**src/rtl/uart_rx_controller.sv**
```systemverilog
// Receive-side sequencer for character_recovery: idle-line gating,
// FWFT character FIFO, frame-error resync and saturating error counters.
module uart_rx_controller #(
  parameter int OVERSAMPLING = 16,
  parameter int IDLE_BITS    = 10,
  parameter int RESET_CYCLES = 2,
  parameter int FIFO_DEPTH   = 4,
  parameter int COUNT_WIDTH  = 8
) (
  input  logic                   clk_i,
  input  logic                   rst_ni,
  input  logic                   en_i,
  input  logic                   rx_i,
  output logic                   rec_rst_o,
  input  logic [7:0]             rec_char_i,
  input  logic                   rec_valid_i,
  input  logic                   rec_frame_error_i,
  output logic [7:0]             data_o,
  output logic                   valid_o,
  input  logic                   ready_i,
  input  logic                   clear_counts_i,
  output logic [COUNT_WIDTH-1:0] frame_err_count_o,
  output logic [COUNT_WIDTH-1:0] overrun_count_o,
  output logic [1:0]             state_o
);

  localparam int IDLE_MAX = OVERSAMPLING * IDLE_BITS - 1;
  localparam int IW = (IDLE_MAX > 0) ? $clog2(IDLE_MAX + 1) : 1;
  localparam int HW = (RESET_CYCLES > 1) ? $clog2(RESET_CYCLES) : 1;
  localparam int PW = $clog2(FIFO_DEPTH);
  localparam int CW = PW + 1;

  typedef enum logic [1:0] {
    DISABLED   = 2'd0,
    HOLD_RESET = 2'd1,
    WAIT_IDLE  = 2'd2,
    RUN        = 2'd3
  } state_t;

  state_t          state_q, state_d;
  logic [HW-1:0]   hold_q, hold_d;
  logic [IW-1:0]   idle_q, idle_d;
  logic            fe_evt, push_req;

  always_comb begin
    state_d  = state_q;
    hold_d   = hold_q;
    idle_d   = idle_q;
    fe_evt   = 1'b0;
    push_req = 1'b0;
    if (!en_i) begin
      state_d = DISABLED;
    end else begin
      unique case (state_q)
        DISABLED: begin
          state_d = HOLD_RESET;
          hold_d  = HW'(RESET_CYCLES - 1);
        end
        HOLD_RESET: begin
          if (hold_q == '0) begin
            state_d = WAIT_IDLE;
            idle_d  = '0;
          end else begin
            hold_d = hold_q - 1'b1;
          end
        end
        WAIT_IDLE: begin
          if (!rx_i) idle_d = '0;
          else if (idle_q == IW'(IDLE_MAX)) state_d = RUN;
          else idle_d = idle_q + 1'b1;
        end
        RUN: begin
          // a frame error discards any character reported alongside it
          if (rec_frame_error_i) begin
            fe_evt  = 1'b1;
            state_d = HOLD_RESET;
            hold_d  = HW'(RESET_CYCLES - 1);
          end else begin
            push_req = rec_valid_i;
          end
        end
        default: state_d = DISABLED;
      endcase
    end
  end

  always_ff @(posedge clk_i or negedge rst_ni) begin
    if (!rst_ni) begin
      state_q   <= DISABLED;
      hold_q    <= '0;
      idle_q    <= '0;
      rec_rst_o <= 1'b1;
    end else begin
      state_q   <= state_d;
      hold_q    <= hold_d;
      idle_q    <= idle_d;
      rec_rst_o <= (state_d != RUN);
    end
  end

  assign state_o = state_q;

  logic [7:0]    mem [FIFO_DEPTH];
  logic [PW-1:0] wr_ptr, rd_ptr;
  logic [CW-1:0] count_q;
  logic          full, pop, push, ovr_evt;

  assign full    = (count_q == CW'(FIFO_DEPTH));
  assign valid_o = (count_q != '0);
  assign data_o  = valid_o ? mem[rd_ptr] : 8'h00;
  assign pop     = valid_o & ready_i;
  assign push    = push_req & (~full | pop);
  assign ovr_evt = push_req & full & ~pop;

  always_ff @(posedge clk_i) begin
    if (push) mem[wr_ptr] <= rec_char_i;
  end

  always_ff @(posedge clk_i or negedge rst_ni) begin
    if (!rst_ni) begin
      wr_ptr  <= '0;
      rd_ptr  <= '0;
      count_q <= '0;
    end else if (!en_i) begin
      wr_ptr  <= '0;
      rd_ptr  <= '0;
      count_q <= '0;
    end else begin
      if (push) wr_ptr <= wr_ptr + 1'b1;
      if (pop)  rd_ptr <= rd_ptr + 1'b1;
      unique case ({push, pop})
        2'b10:   count_q <= count_q + 1'b1;
        2'b01:   count_q <= count_q - 1'b1;
        default: count_q <= count_q;
      endcase
    end
  end

  always_ff @(posedge clk_i or negedge rst_ni) begin
    if (!rst_ni) begin
      frame_err_count_o <= '0;
      overrun_count_o   <= '0;
    end else if (clear_counts_i) begin
      frame_err_count_o <= '0;
      overrun_count_o   <= '0;
    end else begin
      if (fe_evt && !(&frame_err_count_o))
        frame_err_count_o <= frame_err_count_o + 1'b1;
      if (ovr_evt && !(&overrun_count_o))
        overrun_count_o <= overrun_count_o + 1'b1;
    end
  end

endmodule

```
**config.mk**
```make
export PLATFORM = sky130hd
export DESIGN_NAME = uart_rx_controller
export DESIGN_NICKNAME = d
export VERILOG_FILES = /design/src/rtl/uart_rx_controller.sv
export SDC_FILE = /design/constraint.sdc
export NUM_CORES = 1
export LEC_CHECK = 0
export CORE_UTILIZATION = 55
export DETAILED_ROUTE_END_ITERATION = 8
export PLACE_DENSITY = 0.88
export SLEW_MARGIN = 10
export SYNTH_ARGS = -nofsm -noshare
export SYNTH_HDL_FRONTEND = slang
export SYNTH_SLANG_ARGS = --single-unit
```
**constraint.sdc**
```tcl
create_clock -name clk_i -period 3.9 [get_ports clk_i]
set_clock_uncertainty 0.2 [all_clocks]
set_input_delay 0.585 -clock clk_i [delete_from_list [all_inputs] [get_ports clk_i]]
set_output_delay 0.585 -clock clk_i [all_outputs]
set_load 0.01 [all_outputs]
```
==> reports/qor.yml <==
clk_latency_ps: 340
routed_wl_um: 6600
synth_edf_count: 32
drtAntennaViolNets: 0
fmax_mhz: 324
layout_common_cells: "clkdlybuf4s50_1, dfrtp_1, edfxtp_1, nand2_1, and2_1"
p_seq_share_pct: 54.6
yosys_warnings: 0
antenna_found_initial: 0
switchingPower_uw: 319
num_vias: 2330
drv_slew: 0
power.leakage_nw: 1.49
cp.arrival_ps: 2300
root_buffer: "clkbuf_8"
clk_pin_slew_worst_paths_ps: 70
cp_max_fo: 10
period_needed_ps: 3090
core_um2: 5640
hold_depth: 1
initial_core_util_pct: 58.4
grt_max_degree: 36
finalCritPeriodShare_pct: 79.1
start_kind: "register"
final_nets: 338
status: "completed"
grtUsageTotal_pct: 23.1
yosys-top-cells-area: "edfxtp_1, dfrtp_1, mux4_2, and2_1, ha_1"
p_int_mw: 1.09
drt_first_pass_iters: 4
syn_inst: 269
cts_resized: 0
yosysTopAreaCell: "edfxtp_1"
die_area_um2: 6310
port_buffers: 43
cts_buffer_depth: 2
fp.dieH_um: 79.4
drt_drc_violations_left: 0
grt_overflow: 0
clock-sinks: 67
io_pins: 44
globalplace.congestion: 0.798
cts_tree: "done"
layout-drive-gt1-share_pct: 11.0
required_ps: 3120
power.density_nw_per_um2: 356
wl_per_cell_um: 16.9
cts_buffers: 9
timing_worst_slew_pin_value_ps: 615
final_common_cell: "clkdlybuf4s50_1"
peakVddDrop_v: 0.000222
hold_ws_ps: 282
rsz0062_at_grt: "false"
p_comb_share_pct: 6.4
synth_top_area_share_pct: 29.1
async_flop_share_pct: 52.2
grt_pass1_vias: 2273
slew_headroom_pct: 59.0
syn2layout_area_growth_pct: 19.9
grt_pass1_wl_um: 10800
p_sw_share_pct: 22.7
rows: 27
max-cap-violations: 0
fin_tns_setup_ps: 0
ctsHtreeMaxLevel: 3
syn_nets: 293
avgSynthCellArea_um2: 12.3
ctsHoldBuffers: 0
die_w_um: 79.4
syn-cell-area_um2: 3300
setup_viol: 0
hold_violations: 0
r2r_cells: 8
vias_per_cell: 5.96
worstSetupPathType: "register to primary output"
post_cts_buffers: 0
power_frac_clock_pct: 38.9
diodes: 0
first_iter_violations: 132
yosysSeqAreaShare_pct: 55.7
hp-class: "register to register"
synth_flop_cell: "dfrtp_1"
synth_cell_types: 58
ys_seq_elements: 67
hpwlAfterDp_um: 4500
endpoint_kind: "primary output"
==> per-stage QoR <==
stage | setup slack (ps) | area (µm²) | util (%) | instances | power, mW
after floorplan | 1190 | 3300 | - | 269 | 0.825
after global placement | 775 | 3770 | 66.8 | 375 | 0.868
after detailed placement | 707 | 3770 | 66.8 | 375 | 0.873
after CTS | 774 | 3950 | 70.1 | 391 | 1.41
after global routing | 716 | 3950 | 70.1 | 391 | 1.45
final | 814 | 3950 | 70.1 | 391 | 1.41
==> critical path: stages (launching register included) <==
cell and delay, ps:
dfrtp_1 740, mux4_2 580, and2_1 170, clkdlybuf4s50_1 470
==> synth_stat cells (2+ instances only) <==
master and n:
nor3_1 4, nor3b_1 2, buf_4 2, xor2_1 3, ha_1 7, o21ai_0 10, nor2b_1 3, clkbuf_1 3
mux4_2 8, nor2_1 9, edfxtp_1 32, a31oi_1 5, and2_1 15, nand2b_1 5, o2111ai_1 2, mux2i_1 4
inv_1 9, o31ai_1 4, nand3_1 10, or3_2 2, nand4b_1 2, dfrtp_1 34, nand4_1 6, mux2_2 2
o211ai_1 4, a21o_1 2, o21a_1 2, or3_1 4, nand2_1 15, and3_1 6, xnor2_1 4, a21boi_0 2
o21bai_1 2, a21oi_1 14, or4_1 5, buf_2 4
==> path summary, 6_finish.rpt <==
kind	from	end	slack [ps]
max	rd_ptr[0]	data_o[3]	810
min in group asynchronous	rst_ni	idle_q[7]	440
min	idle_q[7]	idle_q[7]	280
max reg2reg	count_q[1]	count_q[2]	1130
min reg2reg	idle_q[7]	idle_q[7]	280
max in group asynchronous	rst_ni	rec_rst_o	2720
==> power by group through the flow <==
stage / logic [mW] / registers, mW / clock network [mW]
after floorplan: 0.0496 / 0.776 / 0
after global placement: 0.0875 / 0.781 / 0
after detailed placement: 0.0905 / 0.782 / 0
after CTS: 0.0910 / 0.768 / 0.554
after global routing: 0.0996 / 0.770 / 0.578
final: 0.0905 / 0.768 / 0.547
==> sequential cells by signal, summed over array words and instances, names as in the netlist <==
name	count
wr_ptr	2
hold_q	1
count_q	3
mem	32
idle_q	8
rec_rst_o	1
frame_err_count_o	8
state_o	2
overrun_count_o	8
rd_ptr	2
==> logic make-up after synthesis <==
group	Yosys count	synth area share, %
xor+xnor	7	1.86
flops	67	55.7
compound gates	55	10.9
mux	14	7.36
buf+inv	20	2.92
simple gates	98	17.9
fa+ha+maj	8	3.26
==> final cells by class <==
cell class	count	area, µm²
clock buffers	10	128
multi-input cells	182	1360
fillers	381	1690
flip-flops and latches	67	1840
inverters	9	33.8
clock inverters	6	56.3
well taps	72	90.1
repair buffers	45	445
==> routing by layer <==
metal,wire [µm],GRT usage (%),part of all wire (%)
met2,3340,37.3,51
met1,2910,30.0,44
met3,273,4.46,4.1
met5,0,0,0
met4,71,11.5,1.1
No activity file was read; power rests on OpenSTA's default activity.
